--- config.mk ---
export PLATFORM = sky130hd
export DESIGN_NAME = ro_freq_counter
export DESIGN_NICKNAME = d
export VERILOG_FILES = /design/src/rtl/ro_freq_counter.sv
export SDC_FILE = /design/constraint.sdc
export NUM_CORES = 1
export LEC_CHECK = 0
export CAP_MARGIN = 5
export CORE_ASPECT_RATIO = 0.9
export CORE_UTILIZATION = 55
export DETAILED_ROUTE_END_ITERATION = 8
export PLACE_DENSITY = 0.82
export SLEW_MARGIN = 0
export SYNTH_ARGS = -nofsm -noshare
export SYNTH_HDL_FRONTEND = slang
export SYNTH_SLANG_ARGS = --single-unit
--- constraint.sdc ---
create_clock -name wb_clk_i -period 2.75 [get_ports wb_clk_i]
set_input_delay 0.275 -clock wb_clk_i [delete_from_list [all_inputs] [get_ports wb_clk_i]]
set_output_delay 0.275 -clock wb_clk_i [all_outputs]
set_load 0.05 [all_outputs]
--- src/rtl/ro_freq_counter.sv ---
// Ring-oscillator frequency counter with a Wishbone slave.
// Counts synchronized rising edges of the muxed oscillator over a programmable gate window.
module ro_freq_counter #(
  parameter logic [31:0] BASE_ADR      = 32'h3000_0000,
  parameter int unsigned COUNT_W       = 32,
  parameter int unsigned GATE_W        = 32,
  parameter int unsigned SETTLE_CYCLES = 4
) (
  input  logic        wb_clk_i,
  input  logic        wb_rst_ni,
  input  logic        wbs_stb_i,
  input  logic        wbs_cyc_i,
  input  logic        wbs_we_i,
  input  logic [3:0]  wbs_sel_i,
  input  logic [31:0] wbs_adr_i,
  input  logic [31:0] wbs_dat_i,
  output logic        wbs_ack_o,
  output logic [31:0] wbs_dat_o,
  input  logic        ro_in,
  output logic [3:0]  ro_sel,
  output logic        ro_start,
  output logic        irq
);

  localparam int unsigned SettleW = (SETTLE_CYCLES > 1) ? $clog2(SETTLE_CYCLES) : 1;

  typedef enum logic [1:0] {StIdle, StSettle, StMeasure, StDone} state_e;

  state_e               state_q;
  logic                 ack_q;
  logic [31:0]          rdat_q;
  logic                 ro_en_q, irq_en_q;
  logic [3:0]           sel_q;
  logic [GATE_W-1:0]    gate_q, gate_cnt_q;
  logic [COUNT_W-1:0]   counter_q, count_res_q;
  logic [SettleW-1:0]   settle_q;
  logic                 busy_q, done_q, ovf_q;
  logic                 s1_q, s2_q, s3_q;

  logic                 addr_hit, access, wr, rd;
  logic [1:0]           offset;
  logic                 ctrl_wr, gate_wr, status_wr, rise;
  logic [31:0]          gate_ext, gate_new, rdata;

  assign addr_hit  = (wbs_adr_i[31:4] == BASE_ADR[31:4]);
  assign access    = wbs_stb_i & wbs_cyc_i & addr_hit & ~ack_q;
  assign wr        = access & wbs_we_i;
  assign rd        = access & ~wbs_we_i;
  assign offset    = wbs_adr_i[3:2];
  assign ctrl_wr   = wr && (offset == 2'd0) && wbs_sel_i[0];
  assign gate_wr   = wr && (offset == 2'd1);
  assign status_wr = wr && (offset == 2'd3) && wbs_sel_i[0];
  assign rise      = s2_q & ~s3_q;
  assign gate_ext  = 32'(gate_q);

  // Byte-lane merge of a GATE write onto the current value.
  always_comb begin
    gate_new = gate_ext;
    for (int b = 0; b < 4; b++) begin
      if (wbs_sel_i[b]) gate_new[8*b +: 8] = wbs_dat_i[8*b +: 8];
    end
  end

  // Register read mux; go always reads back as 0.
  always_comb begin
    rdata = '0;
    case (offset)
      2'd0:    rdata = {24'b0, sel_q, 1'b0, irq_en_q, 1'b0, ro_en_q};
      2'd1:    rdata = gate_ext;
      2'd2:    rdata = 32'(count_res_q);
      default: rdata = {29'b0, ovf_q, done_q, busy_q};
    endcase
  end

  // Bus interface, register file, synchronizer and measurement FSM.
  always_ff @(posedge wb_clk_i) begin
    if (!wb_rst_ni) begin
      state_q     <= StIdle;
      ack_q       <= 1'b0;
      rdat_q      <= '0;
      ro_en_q     <= 1'b0;
      irq_en_q    <= 1'b0;
      sel_q       <= '0;
      gate_q      <= '0;
      gate_cnt_q  <= '0;
      counter_q   <= '0;
      count_res_q <= '0;
      settle_q    <= '0;
      busy_q      <= 1'b0;
      done_q      <= 1'b0;
      ovf_q       <= 1'b0;
      s1_q        <= 1'b0;
      s2_q        <= 1'b0;
      s3_q        <= 1'b0;
    end else begin
      ack_q  <= access;
      rdat_q <= rd ? rdata : 32'b0;
      s1_q   <= ro_in;
      s2_q   <= s1_q;
      s3_q   <= s2_q;

      // Mux select, enable and gate are frozen while a measurement runs.
      if (ctrl_wr) begin
        irq_en_q <= wbs_dat_i[2];
        if (!busy_q) begin
          ro_en_q <= wbs_dat_i[0];
          sel_q   <= wbs_dat_i[7:4];
        end
      end
      if (gate_wr && !busy_q) gate_q <= gate_new[GATE_W-1:0];

      // Write-1-to-clear; FSM assignments below take priority.
      if (status_wr) begin
        if (wbs_dat_i[1]) done_q <= 1'b0;
        if (wbs_dat_i[2]) ovf_q  <= 1'b0;
      end

      case (state_q)
        StIdle: begin
          if (ctrl_wr && wbs_dat_i[1]) begin
            state_q   <= StSettle;
            busy_q    <= 1'b1;
            done_q    <= 1'b0;
            ovf_q     <= 1'b0;
            counter_q <= '0;
            settle_q  <= '0;
          end
        end
        StSettle: begin
          settle_q <= settle_q + SettleW'(1);
          if (settle_q == SettleW'(SETTLE_CYCLES - 1)) begin
            if (gate_q == '0) begin
              state_q <= StDone;
            end else begin
              state_q    <= StMeasure;
              gate_cnt_q <= gate_q;
            end
          end
        end
        StMeasure: begin
          if (rise) begin
            if (counter_q == {COUNT_W{1'b1}}) ovf_q <= 1'b1;
            else                              counter_q <= counter_q + COUNT_W'(1);
          end
          gate_cnt_q <= gate_cnt_q - GATE_W'(1);
          if (gate_cnt_q == GATE_W'(1)) state_q <= StDone;
        end
        default: begin
          count_res_q <= counter_q;
          busy_q      <= 1'b0;
          done_q      <= 1'b1;
          state_q     <= StIdle;
        end
      endcase
    end
  end

  assign wbs_ack_o = ack_q;
  assign wbs_dat_o = rdat_q;
  assign ro_sel    = sel_q;
  assign ro_start  = ro_en_q;
  assign irq       = done_q & irq_en_q;

endmodule

==> run summary, run 1 <==
Run status: complete, no violations
Netlist Area Pre-Place: 0.00799 mm2
Critical Path AT: 2.86 ns
Final period utilization: 90.9%
Worst Hold Class: in2reg
Synth top area share: 44.4%
Hold Fails Final Rpt: 0
RSZ-0062 raised after global routing: no
Ys flop type: dfxtp_1
Filler cell count: 1046
Tmin final: 2.50 ns
Yosys cell types: 64
Clk_skew: 0.00736 ns
Cell Chain, Critical Path: inv_1, ha_2, buf_4, nand3b_1, a41oi_2, o21ai_1, buf_4, or4_1, a21oi_1
Fmax: 400 MHz
Peak supply drop: 490 uV
Transition time of the tightest slew-check pin: 0.862 ns
IO buf count: 110
Placed instance count: 1184
I/O pin cnt: 113
Warnings, synthesis: 0
Worst R2R Start: state_q[0]$_SDFFE_PN0P_
Required @ worst endpoint: 3.11 ns
Die area: 0.0150 mm2
WL final: 21800 um
Setup bufs post-CTS: 0
Clock Sinks: 177
PwrDens: 515 mW/mm2
Mapped Avg Cell Area: 8.79 um2
Slew Limit Headroom: 41.8%
Nets: 1093
Clk Latency, worst-skew pair: 0.43 ns
Die Width: 129 um
Setup crit start kind: flop
Post-synth ARST share: 0%
DRC Markers: 0
Final estimated routing congestion in global placement: 0.851
Worst path most repeated cell: buf_4
Final HPWL DP: 15100 um
Crit-path slowest cell: or4_1
R2R Setup Slk: 0.25 ns
CTS Root Cell: clkbuf_16
CTS clk-pin slew, worst paths: 0.06 ns
Max Slew Vio Count: 0
R2R cell count: 9
CP peak stage delay: 0.50 ns
Core Region: 0.0141 mm2
Starting Density: 56.6%
First-pass GRT wire length: 34800 um
Layout cells sized above 1: 8.60%
Synth Instances: 909
Largest net degree at the start of global routing: 76
Worst hold start: ro_in
Initial antenna violation count: 0
P_leak: 3.76 nW
Final non-filler cell total: 1216
Clock tree buffer depth: 2
Die height: 116 um
DR vias: 7357
# rows: 41
GRT Overall Usage: 30.4%
Vias in the first global route: 6840
Worst Setup End Kind: flop
Setup TNS: 0 ns
DR WL/cell: 17.9 um
N_diodes: 0
Yosys reg bits: 177
Post-Syn Nets: 992
Synth-to-layout area growth: 25.0%
GR Overflow Total: 0
TritonCTS Buffers: 17
CP max FO: 16
Area contributors post-synth: dfxtp_1, mux2i_1, nor2_1
Synth area leader: dfxtp_1
Sequential fraction of the synthesis area: 44.4%
Hold Crit Depth: 2
CTS tree: built
Max cap viols: 0
Setup CP Type: reg2reg
Top cell family by delay on the critical path: simple AND/OR/NAND/NOR gates
EDFF count, synth: 0
DRT Pass-1 Iters: 5
Antenna Nets Post-Route: 0
# H-tree levels: 4
# setup viols final: 0
WP buf/inv: 3
1st-iter DRT viols: 676
Via density: 6.05
Reg2Reg Capture Point: counter_q[31]$_SDFFE_PN0P_
Hold Path End: s1_q$_SDFF_PN0_
-- metal layers --
| layer | GRT usage [%] | wire length [um] | vias up |
|---|---|---|---|
| met3 | 7.38 | 1630 | 50 |
| met1 | 39.3 | 9850 | 3455 |
| met2 | 48.3 | 9570 | 340 |
| met4 | 13.9 | 712 | 0 |
| li1 | - | - | 3512 |
| met5 | 0 | 0 | - |
-- stage by stage --
step / total power, mW / setup WS [ns] / hold slack, ns / instance area, um2 / util (%)
after floorplan: 2.68 / 0.483 / 0.402 / 7990 / -
after global placement: 2.82 / 0.125 / 0.447 / 9400 / 66.6
after detailed placement: 2.82 / 0.0593 / 0.456 / 9400 / 66.6
after CTS: 5.15 / 0.0252 / 0.416 / 9980 / 70.8
after global routing: 5.28 / 0.121 / 0.452 / 9980 / 70.8
final: 5.14 / 0.249 / 0.419 / 9980 / 70.8
-- worst max path at each step --
stage,from,endpoint,slack [ns],cells past startpoint
after floorplan,gate_cnt_q[7]$_SDFFE_PN0P_,gate_cnt_q[30]$_SDFFE_PN0P_,0.48,7
after global placement,wbs_cyc_i,counter_q[23]$_SDFFE_PN0P_,0.13,8
after detailed placement,state_q[1]$_SDFFE_PN0P_,gate_cnt_q[0]$_SDFFE_PN0P_,0.06,7
after CTS,state_q[1]$_SDFFE_PN0P_,gate_cnt_q[0]$_SDFFE_PN0P_,0.03,7
after global routing,state_q[0]$_SDFFE_PN0P_,counter_q[31]$_SDFFE_PN0P_,0.12,9
final,state_q[0]$_SDFFE_PN0P_,counter_q[31]$_SDFFE_PN0P_,0.25,9
-- cells in the final DEF (no fill, tap or decap), drive strengths merged, types with 12 or more instances in the layout --
master,instances
dfxtp,177
nor2,157
clkdlybuf4s50,110
mux2i,75
a21oi,55
nand2,54
o21ai,44
buf,34
a22oi,31
clkbuf,29
nand4,21
nor4,21
or3,19
nand3,15
nor3,13
and3,12
xor2,12
or4,12
-- Yosys cell counts (15+ instances only) --
cell type / number
a22oi_1: 31
o21ai_0: 43
a21oi_1: 54
nand4_1: 21
nand3_1: 15
clkbuf_1: 49
nand2_1: 54
or3_1: 18
mux2i_1: 75
dfxtp_1: 177
nor2_1: 157
nor4_1: 20
-- worst reg2reg max path, cell delays in order, from the launching register on --
cell,delay [ns]
dfxtp_1,0.36
inv_1,0.11
ha_2,0.24
buf_4,0.20
nand3b_1,0.17
a41oi_2,0.36
o21ai_1,0.10
buf_4,0.20
or4_1,0.50
a21oi_1,0.17
-- report_power, final --
group / total [mW] / internal [mW] / switching [mW]
sequential: 2.57 / 2.57 / 0.000579
combinational: 0.200 / 0.109 / 0.0906
clock: 2.38 / 1.42 / 0.962
-- state kept, by name (all words and copies together), names as in the netlist --
register and count:
s2_q 1, gate_cnt_q 32, s1_q 1, wbs_ack_o 1, busy_q 1, gate_ext 32
ro_sel 4, done_q 1, settle_q 2, s3_q 1, wbs_dat_o 32, count_res_q 32
ovf_q 1, irq_en_q 1, counter_q 32, ro_start 1, state_q 2
-- cell families after synthesis --
kind of cell	Yosys count	synth area share, %
compound gates	199	16.6
xor+xnor	12	1.32
fa+ha+maj	9	1.41
buf+inv	71	3.48
flops	177	44.4
mux	78	10.1
simple gates	363	22.7
-- what timing repair did --
item / in CTS / in global routing
hold buffers: 0 / 0
endpoints found under the setup margin: 0 / 15
gates resized for setup: 0 / 1
-- layout make-up --
cell class | instances | area [um2] | area share (%)
clock inverters | 3 | 42.5 | 0.426
clock buffers | 29 | 541 | 5.41
multi-input cells | 661 | 4190 | 42.0
well taps | 193 | 241 | 2.42
flip-flops and latches | 177 | 3540 | 35.5
repair buffers | 144 | 1390 | 14.0
inverters | 9 | 33.8 | 0.338
Power figures use the tool's default switching activity.
==> run 2, diff against run 1 <==
- REMOVE_ABC_BUFFERS: unset -> 1
==> run summary, run 2 (same netlist as run 1, synthesis figures left out) <==
Via density: 6.03
Crit-path slowest cell: or4_1
Clk_skew: 0.00732 ns
Slew Limit Headroom: 43.0%
P_leak: 3.75 nW
Filler cell count: 1087
DR vias: 7349
Multi-input gate area: 0.00419 mm2
Nets: 1096
DRC Markers: 0
Setup crit start kind: flop
Worst hold start: s1_q$_SDFF_PN0_
Setup TNS: 0 ns
N_diodes: 0
# setup viols final: 0
Top cell family by delay on the critical path: simple AND/OR/NAND/NOR gates
Critical path depth: 6
Die area: 0.0150 mm2
Critical Path AT: 2.81 ns
Hold Path End: s2_q$_SDFF_PN0_
TritonCTS Buffers: 17
I/O pin cnt: 113
Setup CP Type: reg2reg
Vias in the first global route: 6742
Required @ worst endpoint: 3.13 ns
Placed instance count: 1187
Run status: complete, no violations
CTS clk-pin slew, worst paths: 0.07 ns
Core Region: 0.0141 mm2
1st-iter DRT viols: 598
Worst R2R Start: state_q[0]$_SDFFE_PN0P_
Worst Setup End Kind: flop
CTS tree: built
First-pass GRT wire length: 34500 um
R2R cell count: 6
Commonest non-fill, non-tap cells in the layout: dfxtp_1, nor2_1, clkdlybuf4s50_1, mux2i_1
GRT Overall Usage: 30.1%
Final HPWL DP: 15800 um
CP peak stage delay: 0.58 ns
Die Width: 129 um
CP max FO: 10
WP buf/inv: 1
Final estimated routing congestion in global placement: 0.852
Largest net degree at the start of global routing: 79
R2R Setup Slk: 0.31 ns
RSZ-0062 raised after global routing: no
Die height: 116 um
Instance area at placement: 0.00940 mm2
Synth-to-layout area growth: 24.6%
DRT Pass-1 Iters: 5
Final design utilization: 70.6%
Final hold slack: 0.445 ns
CTS Root Cell: clkbuf_16
WL final: 22100 um
# H-tree levels: 4
Commonest non-fill, non-tap cell in the layout: dfxtp_1
PwrDens: 506 mW/mm2
Starting Density: 56.6%
Antenna Nets Post-Route: 0
Tmin final: 2.44 ns
Transition time of the tightest slew-check pin: 0.855 ns
# rows: 41
Max Slew Vio Count: 0
Hold Crit Depth: 1
GR Overflow Total: 0
Clk Latency, worst-skew pair: 0.43 ns
DR WL/cell: 18.2 um
Final period utilization: 88.7%
Max cap viols: 0
IO buf count: 110
Setup bufs post-CTS: 0
Worst Hold Class: reg2reg
Final design instance area without fill: 0.00995 mm2
Fmax: 410 MHz
Initial antenna violation count: 0
Final non-filler cell total: 1218
Peak supply drop: 474 uV
Hold Fails Final Rpt: 0
Clock Sinks: 177
Cell Chain, Critical Path: inv_1, ha_1, nor2b_1, o211ai_1, or4_1, nand2_1
Layout cells sized above 1: 9.17%
Reg2Reg Capture Point: counter_q[18]$_SDFFE_PN0P_
Clock tree buffer depth: 2
Register area: 0.00354 mm2
[run 2: changes by cell type in the layout (fill, tap and decap cells not counted)]
cell,previous run,this run
clkbuf_8,7,1
buf_4,31,36
clkbuf_1,5,1
clkinv_4,0,4
buf_12,3,1
clkinv_2,1,3
clkinvlp_4,1,3
inv_6,0,1
[run 2: metrics by stage]
| stage | setup slack, ns | power, mW |
|---|---|---|
| 2_1_floorplan | -1.48 | 2.67 |
| 3_3_place_gp | 0.0838 | 2.82 |
| 3_5_place_dp | -0.0113 | 2.82 |
| 4_1_cts | 0.0919 | 5.06 |
| 5_1_grt | 0.212 | 5.18 |
| 6_report | 0.311 | 5.04 |
[run 2: cell type report]
class	instances	area share, %
inverter	9	0.339
multi-input combinational	661	42.1
timing repair buffer	147	14.0
sequential	177	35.6
tap	193	2.43
clock inverter	12	1.12
clock buffer	19	4.45
[run 2: routing by layer]
metal	wire length, um	track usage, %	vias up
met5	0	0	-
met4	489	10.7	0
met3	1430	5.82	49
met2	10600	49.0	289
met1	9640	40.2	3480
li1	-	-	3531
[run 2: worst max path at each step]
stage | from | end | slack [ns]
after floorplan | state_q[0]$_SDFFE_PN0P_ | gate_cnt_q[0]$_SDFFE_PN0P_ | -1.48
after global placement | wbs_cyc_i | counter_q[23]$_SDFFE_PN0P_ | 0.08
final | state_q[0]$_SDFFE_PN0P_ | counter_q[18]$_SDFFE_PN0P_ | 0.31
after CTS | state_q[1]$_SDFFE_PN0P_ | gate_cnt_q[0]$_SDFFE_PN0P_ | 0.09
after global routing | counter_q[3]$_SDFFE_PN0P_ | counter_q[12]$_SDFFE_PN0P_ | 0.21
after detailed placement | wbs_adr_i[11] | counter_q[18]$_SDFFE_PN0P_ | -0.01
[run 2: power by group]
part	internal (mW)	leakage, nW	switching (mW)
clock network	1.27	0.265	1.01
logic	0.109	2.06	0.0871
registers	2.56	1.43	0.000509
total	3.94	3.75	1.10
[run 2: what timing repair did]
item,in CTS,in global routing
hold buffers,0,0
endpoints found under the setup margin,0,9
resized for setup,0,1
[run 2: worst register-to-register path, cell delays in order, from the launching register on]
cell and delay [ns]:
dfxtp_1 0.36, inv_1 0.11, ha_1 0.34, nor2b_1 0.50, o211ai_1 0.41, or4_1 0.58, nand2_1 0.08
